## src/rtl/banco_registrador_mp.sv

```systemverilog
// ---------------------------------------------------------------------------
// banco_registrador_mp
//
// Multi-port register file for the fewcore datapath. Provides NREAD
// registered read ports and two write ports. Write port 1 wins over
// write port 0. Register 0 can be hardwired to zero. Same-cycle write
// data can optionally be forwarded to reads.
//
// After reset a sequential clear engine zeroes every register, one per
// cycle. While it runs, busy is high, writes are ignored and reads return 0.
//
// Ports
//   clk        in   clock; all logic on posedge
//   reset      in   synchronous reset, active-low
//   rs         in   NREAD read addresses, port i at [i*ADDRESSLEN +: ADDRESSLEN]
//   r          out  NREAD registered read data, port i at [i*XLEN +: XLEN]
//   wEn0       in   write enable, port 0
//   rd0        in   write address, port 0
//   data0      in   write data, port 0
//   wEn1       in   write enable, port 1 (priority over port 0)
//   rd1        in   write address, port 1
//   data1      in   write data, port 1
//   busy       out  clear engine running; the core must stall
//   wconflict  out  1-cycle pulse: both ports wrote the same effective address
// ---------------------------------------------------------------------------
module banco_registrador_mp #(
    parameter int XLEN       = 32,
    parameter int AMOUNT     = 16,
    parameter int ADDRESSLEN = 4,
    parameter int NREAD      = 2,
    parameter int ZERO_REG   = 1,
    parameter int BYPASS     = 1
) (
    input  logic                          clk,
    input  logic                          reset,
    input  logic [NREAD*ADDRESSLEN-1:0]   rs,
    output logic [NREAD*XLEN-1:0]         r,
    input  logic                          wEn0,
    input  logic [ADDRESSLEN-1:0]         rd0,
    input  logic [XLEN-1:0]               data0,
    input  logic                          wEn1,
    input  logic [ADDRESSLEN-1:0]         rd1,
    input  logic [XLEN-1:0]               data1,
    output logic                          busy,
    output logic                          wconflict
);

    typedef enum logic {
        ST_CLEAR = 1'b0,
        ST_RUN   = 1'b1
    } state_t;

    // One extra bit so that AMOUNT == 2**ADDRESSLEN is representable.
    localparam logic [ADDRESSLEN:0]   AMOUNT_W = (ADDRESSLEN+1)'(AMOUNT);
    localparam logic [ADDRESSLEN-1:0] LAST_PTR = ADDRESSLEN'(AMOUNT - 1);

    state_t                  state_q, state_d;
    logic [ADDRESSLEN-1:0]   clr_ptr_q, clr_ptr_d;
    logic                    busy_q, busy_d;
    logic                    wconf_q, wconf_d;
    logic [XLEN-1:0]         regs_q [AMOUNT];
    logic [XLEN-1:0]         r_q    [NREAD];
    logic [XLEN-1:0]         r_d    [NREAD];

    logic                    run;
    logic                    we0_eff;
    logic                    we1_eff;

    function automatic logic addr_ok(input logic [ADDRESSLEN-1:0] a);
        return {1'b0, a} < AMOUNT_W;
    endfunction

    function automatic logic is_zero_reg(input logic [ADDRESSLEN-1:0] a);
        return (ZERO_REG != 0) && (a == '0);
    endfunction

    assign run     = (state_q == ST_RUN);
    assign we0_eff = run && wEn0 && addr_ok(rd0) && !is_zero_reg(rd0);
    assign we1_eff = run && wEn1 && addr_ok(rd1) && !is_zero_reg(rd1);

    // Clear engine: walk clr_ptr over every register, then hand over to RUN.
    always_comb begin
        state_d   = state_q;
        clr_ptr_d = clr_ptr_q;
        busy_d    = busy_q;
        case (state_q)
            ST_CLEAR: begin
                clr_ptr_d = clr_ptr_q + 1'b1;
                if (clr_ptr_q == LAST_PTR) begin
                    state_d = ST_RUN;
                    busy_d  = 1'b0;
                end
            end
            ST_RUN: begin
                state_d = ST_RUN;
            end
            default: begin
                state_d = ST_CLEAR;
            end
        endcase
    end

    // Conflict only counts writes that would actually land, so two writes
    // to a hardwired-zero or out-of-range address do not pulse.
    assign wconf_d = we0_eff && we1_eff && (rd0 == rd1);

    // Read selection, one independent mux per port.
    for (genvar g = 0; g < NREAD; g++) begin : g_rd
        logic [ADDRESSLEN-1:0] addr;
        logic [XLEN-1:0]       sel;

        assign addr = rs[g*ADDRESSLEN +: ADDRESSLEN];

        always_comb begin
            sel = '0;
            if (is_zero_reg(addr)) begin
                sel = '0;
            end else if (!addr_ok(addr)) begin
                sel = '0;
            end else if ((BYPASS != 0) && we1_eff && (rd1 == addr)) begin
                sel = data1;
            end else if ((BYPASS != 0) && we0_eff && (rd0 == addr)) begin
                sel = data0;
            end else begin
                sel = regs_q[addr];
            end
        end

        assign r_d[g] = run ? sel : '0;
        assign r[g*XLEN +: XLEN] = r_q[g];
    end

    // Stage boundary: control state and registered read outputs.
    always_ff @(posedge clk) begin
        if (!reset) begin
            state_q   <= ST_CLEAR;
            clr_ptr_q <= '0;
            busy_q    <= 1'b1;
            wconf_q   <= 1'b0;
            for (int i = 0; i < NREAD; i++) begin
                r_q[i] <= '0;
            end
        end else begin
            state_q   <= state_d;
            clr_ptr_q <= clr_ptr_d;
            busy_q    <= busy_d;
            wconf_q   <= wconf_d;
            for (int i = 0; i < NREAD; i++) begin
                r_q[i] <= r_d[i];
            end
        end
    end

    // Stage boundary: storage array. Port 1 is written last so it wins
    // when both ports hit the same address.
    always_ff @(posedge clk) begin
        if (reset) begin
            if (state_q == ST_CLEAR) begin
                regs_q[clr_ptr_q] <= '0;
            end else begin
                if (we0_eff) begin
                    regs_q[rd0] <= data0;
                end
                if (we1_eff) begin
                    regs_q[rd1] <= data1;
                end
            end
        end
    end

    assign busy      = busy_q;
    assign wconflict = wconf_q;

endmodule

```

## config.mk

```make
export PLATFORM = sky130hd
export DESIGN_NAME = banco_registrador_mp
export DESIGN_NICKNAME = d
export VERILOG_FILES = /design/src/rtl/banco_registrador_mp.sv
export SDC_FILE = /design/constraint.sdc
export NUM_CORES = 1
export LEC_CHECK = 0
export ABC_AREA = 1
export CORE_MARGIN = 2
export CORE_UTILIZATION = 47
export CTS_CLUSTER_DIAMETER = 40
export DETAILED_ROUTE_END_ITERATION = 10
export SKIP_CTS_REPAIR_TIMING = 1
export SLEW_MARGIN = 20
export SYNTH_ARGS = -nofsm -noshare
export SYNTH_HDL_FRONTEND = slang
export SYNTH_SLANG_ARGS = --single-unit
```

## constraint.sdc

```tcl
create_clock -name clk -period 13.2 [get_ports clk]
set_clock_uncertainty 0.2 [all_clocks]
set_input_delay 1.98 -clock clk [delete_from_list [all_inputs] [get_ports clk]]
set_output_delay 1.98 -clock clk [all_outputs]
set_load 0.01 [all_outputs]
```

==> impl_results.md, run 1 <==
- Status: finished, final reports clean
- Worst-Margin Slew: 1.123 ns
- Overflow after GRT: 0
- DIE WIDTH: 280.6 um
- Compound-cell area share of the yosys netlist: 12.80%
- Post-synth ARST share: 0%
- WS Path Type: primary input to flop
- Max-slew headroom: 25.13%
- Synthesis-stage register bit count: 583
- Post-Synth Adder-Cell Area: 0.03480%
- XOR/XNOR Fraction of Synth Area: 0.1949%
- Gr usage total: 32.96%
- Post-synthesis average cell area: 7.328 um2
- Antenna violations before repair: 3
- Core footprint: 75,820 um2
- Worst Path Arrival: 5.90 ns
- Fmax: 0.1721 GHz
- Final period util: 44.03%
- DR DRC count: 0
- CTS Buf Count: 110
- Antenna cells: 0
- WL/cell: 22.27 um
- DR iter-0 viols: 4,039
- CTS clk-pin slew, worst paths: 0.05 ns
- CP startpoint kind: primary input
- Vias: 33,830
- Pins Over Slew Limit: 0
- Htree depth: 3
- Primary FF master, synth: edfxtp_1
- YS warnings: 0
- Power per cell area: 131.7 nW/um2
- Fin. Hold Viols: 0
- Max VDD drop: 0.1034 mV
- Worst min path class: flop to flop
- Nets@finish: 4,896
- CTS Root Buffer Type: clkbuf_16
- Synth unique cells: 30
- Clock Path Buffers: 3
- Maximum fanout along the worst path: 43
- Pre-CTS setup slack: 6.850 ns
- IO Count: 150
- CTS tree: yes
- Mapped cell area: 35,950 um2
- Crit path time final: 5.812 ns
- Post-Syn Instances: 4,906
- Placer Congestion: 0.8696
- Port bufs: 149
- Setup TNS: 0 ns
- Area delta synth->final: 14.43%
- Detailed placement HPWL: 76,140 um
- Die area: 78,730 um2
- Final worst slack: 7.388 ns
- Layout cells sized above 1: 7.072%
- Starting Density: 47.42%
- Largest family of logic cells by synthesized area: simple AND/OR/NAND/NOR gates
- Max Cap Viol: 0
- Critical Path RT: 13.29 ns
- P_leak: 17.40 nW
- Vias in the first global route: 31,340
- Syn Nets: 4,991
- Placed cell areas: 37,230 um2
- Worst-Skew Late Latency: 0.67 ns
- First-pass DRT Iterations: 6
- Post-synthesis simple-gate area fraction: 29.12%
- Vias per std cell: 5.749
- Number of flops mapped to enable cells by yosys: 512
- Global-route wire length before repair: 194,300 um
- Num rows: 101
- CTS sink cnt: 583
- Number of routed nets with antenna violations: 0
- Largest net degree at the start of global routing: 180
- RSZ-0062 raised after global routing: false
- Mux contribution to synthesized area: 0%
- Fill count: 7,156
- CP endpoint kind: flop
- Seq/Total Area, Yosys: 46.72%
- Final setup fails: 0
- Die height: 280.6 um
- Final WL: 131,100 um
- Fin area: 41,140 um2
metal layers:
metal / global-route usage [%] / part of all wire (%)
met5: 0 / 0.013
met4: 14.48 / 4.1
met3: 5.021 / 9.9
met2: 52.45 / 45
met1: 44.60 / 41
cells in the final DEF, fill, tap and decap left out, drive strengths merged:
cell type      Yosys  final
a21oi             67     67
a31oi              3      3
and2               1      1
buf              232     65
bufinv             0     15
clkbuf           181    130
clkdlybuf4s50      0    141
clkinv             0     32
clkinvlp           0     16
dfxtp             71     71
edfxtp           512    512
ha                 1      1
inv              489    504
nand2           1902   1902
nand3            490    490
nand4              5      5
nor2             186    186
nor3               4      4
nor3b              1      1
nor4               1      1
o211ai           192    192
o21ai            560    560
xnor2              4      4
xor2               4      4
kinds of logic (layout without fill, tap and decap cells):
logic type | Yosys count | in the layout
AND/OR/NAND/NOR | 2590 | 2590
XOR/XNOR | 8 | 8
AO/OA/AOI/OAI | 822 | 822
adder cells (fa/ha/maj) | 1 | 1
flip-flops | 583 | 583
buffers and inverters | 902 | 903
critical path, stage by stage:
cell and delay [ns]:
clkdlybuf4s50_1 0.67, nor2_1 0.12, a21oi_2 0.26, nand2_4 0.56, o21ai_0 0.72, inv_1 0.19, nor2_1 0.17, nand2_1 0.09
nand2_2 0.58, buf_4 0.51
flip-flops by register name (all words and copies together), names as in the netlist:
name	flops
r_q	64
regs_q	512
clr_ptr_q	4
busy	1
run	1
wconflict	1
per-stage QoR:
stage / hold WS (ns) / utilization, % / cells / total power [mW]
6_report: 0.2749 / 54.26 / 5885 / 5.418
5_1_grt: 0.3002 / 54.26 / 5885 / 5.544
4_1_cts: 0.2807 / 54.25 / 5885 / 5.419
3_5_place_dp: 0.2742 / 49.10 / 5677 / 2.480
3_3_place_gp: 0.2651 / 49.05 / 5676 / 2.477
2_1_floorplan: 0.2785 / - / 4906 / 2.316
power breakdown:
part,switching (mW),internal (mW)
Clock,1.03,1.93
Combinational,0.327,0.122
Sequential,0.00486,2.00
synth_stat cells, types with 3 or more instances:
cell	number	share of area [%]
a31oi_1	3	0.052
nand4_1	5	0.087
buf_6	57	1.8
buf_2	120	1.7
o21ai_1	210	2.9
nand3_1	489	6.8
edfxtp_1	512	43
o211ai_1	192	4.0
buf_4	10	0.21
nor2_2	35	0.61
inv_2	3	0.031
o21ai_0	350	4.9
clkbuf_1	181	1.9
nand2_1	1901	20
xor2_1	4	0.097
xnor2_1	4	0.097
nor3_2	3	0.084
nor2_1	151	1.6
dfxtp_1	71	4.0
buf_1	45	0.47
inv_1	486	5.1
a21oi_1	66	0.92
path summary, 6_finish.rpt:
check | startpoint | end | slack, ns | cells past startpoint
setup reg to reg | run | regs_q[6][17] | 8.73 | 9
hold reg to reg | busy | busy | 0.27 | 2
setup / recovery | rd0[3] | regs_q[6][17] | 7.39 | 10
hold / removal | busy | busy | 0.27 | 2
cell type report:
cell class / instances / area, um2 / share of cell area [%]
clock buffer: 130 / 3017 / 7.333
multi-input combinational: 3421 / 15420 / 37.49
tap: 978 / 1224 / 2.974
timing repair buffer: 206 / 1937 / 4.708
sequential: 583 / 16800 / 40.83
inverter: 489 / 1856 / 4.510
clock inverter: 78 / 885.9 / 2.153
No activity file was read; power rests on OpenSTA's default activity.
==> run 2, diff against run 1 <==
==> constraint.sdc (replaced) <==
create_clock -name clk -period 5.42 [get_ports clk]
set_clock_uncertainty 0.2 [all_clocks]
set_input_delay 0.813 -clock clk [delete_from_list [all_inputs] [get_ports clk]]
set_output_delay 0.813 -clock clk [all_outputs]
set_load 0.01 [all_outputs]
==> impl_results.md, run 2 (synthesis gave the netlist of run 1 again) <==
- CTS tree: yes
- CTS Root Buffer Type: clkbuf_16
- NetSw: 3.338 mW (+140%)
- IO Count: 150 (unchanged)
- Core footprint: 75,820 um2 (unchanged)
- Final setup fails: 0 (unchanged)
- CTS clk-pin slew, worst paths: 0.06 ns (about the same)
- Die height: 280.6 um (unchanged)
- Global-route wire length before repair: 197,700 um (+1.8%)
- Comb power frac: 8.6% (+0.3 points)
- First-pass DRT Iterations: 6 (unchanged)
- WL/cell: 22.59 um (+1.4%)
- Final worst slack: 1.428 ns (-5.960 ns)
- Antenna violations before repair: 1 (-2)
- Vias per std cell: 5.744 (about the same)
- CTS sink cnt: 583 (unchanged)
- DIE WIDTH: 280.6 um (unchanged)
- Vias in the first global route: 31,290 (-0.18%)
- Final WL: 133,400 um (+1.7%)
- Total power: 12.97 mW (+140%)
- CP endpoint kind: flop
- Starting Density: 47.42% (unchanged)
- Commonest non-fill, non-tap cell in the layout: nand2_1
- Number of cells after detailed placement: 5,697 (+0.35%)
- Htree depth: 3 (unchanged)
- DR iter-0 viols: 4,145 (+2.6%)
- Final period util: 73.65%
- Storage cell area: 16,800 um2 (unchanged)
- Gr usage total: 33.57% (+0.60 points)
- Worst Path Arrival: 4.15 ns (-1.75 ns)
- Pre-CTS setup slack: 0.6826 ns (-6.167 ns)
- Reg power frac: 37.6% (+0.6 points)
- Max Cap Viol: 0 (unchanged)
- Fin area: 41,300 um2 (+0.39%)
- Die area: 78,730 um2 (unchanged)
- Max VDD drop: 0.2643 mV (+160%)
- Int Power: 9.635 mW (+140%)
- Area delta synth->final: 14.87%
- Fill count: 7,078 (-1.1%)
- WS Path Type: primary input to flop
- Max reg flops: 512 (unchanged)
- P_leak: 17.46 nW (+0.37%)
- Placed cell areas: 37,500 um2 (+0.73%)
- Status: finished, final reports clean
- Worst-Margin Slew: 1.086 ns (-0.03735 ns)
- Placer Congestion: 0.9191 (+5.7%)
- Vias: 33,910 (+0.22%)
- Largest Register: regs_q
- Number of routed nets with antenna violations: 0 (unchanged)
- Layout cells sized above 1: 7.271% (+0.20 points)
- DR DRC count: 0 (unchanged)
- Power per cell area: 314.1 nW/um2 (+140%)
- Final core utilization: 54.47% (+0.21 points)
- Overflow after GRT: 0 (unchanged)
- Critical Path RT: 5.58 ns (-7.71 ns)
- Crit path time final: 3.992 ns
- Net Sw Frac: 25.73% (+0.53 points)
- Worst min path class: flop to flop
- CTS Buf Count: 107 (-2.7%)
- Clock Path Buffers: 3 (unchanged)
- Num rows: 101 (unchanged)
- CP startpoint kind: primary input
- Pins Over Slew Limit: 0 (unchanged)
- Detailed placement HPWL: 76,680 um (+0.70%)
- Fin. Hold Viols: 0 (unchanged)
- Most frequent cells in the layout: 1,879 x nand2_1, 512 x edfxtp_1, 487 x nand3_1
- RSZ-0062 raised after global routing: false
- Max-slew headroom: 27.62% (+2.5 points)
- Largest net degree at the start of global routing: 194 (+7.8%)
- Largest regs: regs_q x512, r_q x64, clr_ptr_q x4
- Worst-Skew Late Latency: 0.68 ns (about the same)
- Port bufs: 149 (unchanged)
- Multi-input gate area: 15,410 um2 (about the same)
- Final hold slack: 0.2640 ns (-0.01090 ns)
- Nets@finish: 4,915 (+0.39%)
- Maximum fanout along the worst path: 23 (-47%)
- Non-Filler Instances: 5,903 (+0.31%)
- Fmax: 0.2505 GHz
- Clock share of power: 53.8% (-0.9 points)
- Setup TNS: 0 ns (unchanged)
run 2: critical path, stage by stage:
cell and delay, ns:
clkdlybuf4s50_1 0.60, nor2_1 0.20, a21oi_2 0.11, nand2_4 0.33, buf_4 0.54, nand2_1 0.09, o21ai_1 0.18, nand3_1 0.25
o21ai_4 0.70, buf_12 0.29
run 2: layout make-up:
| type | count | area share (%) |
|---|---|---|
| Antenna cell | 1 | 0.006059 |
| Clock buffer | 119 | 6.668 |
| Clock inverter | 84 | 2.390 |
| Inverter | 489 | 4.493 |
| Multi-Input combinational cell | 3421 | 37.31 |
| Sequential cell | 583 | 40.67 |
| Tap cell | 978 | 2.963 |
| Timing Repair Buffer | 228 | 5.502 |
run 2: power groups by stage:
stage / Combinational (mW) / Sequential (mW) / Clock [mW]
5_1_grt: 1.21 / 4.88 / 7.21
6_report: 1.12 / 4.88 / 6.97
3_5_place_dp: 1.09 / 4.97 / 0
2_1_floorplan: 0.672 / 4.97 / 0
4_1_cts: 1.09 / 4.88 / 7.01
3_3_place_gp: 1.08 / 4.97 / 0
run 2: final timing paths:
check / start / end / slack, ns / cells past startpoint
setup reg to reg: run / regs_q[12][21] / 1.76 / 9
setup / recovery: rd0[0] / regs_q[12][21] / 1.43 / 10
hold reg to reg: busy / busy / 0.26 / 2
hold / removal: busy / busy / 0.26 / 2
run 2: metal layers:
| metal | part of all wire [%] | track usage [%] | routed length (um) | vias to the layer above |
|---|---|---|---|---|
| li1 | - | - | - | 15900 |
| met1 | 40 | 45.01 | 53900 | 15800 |
| met2 | 45 | 53.90 | 60570 | 1874 |
| met3 | 9.7 | 5.188 | 12900 | 332 |
| met4 | 4.5 | 14.60 | 5998 | 0 |
| met5 | 0 | 0 | 0 | - |
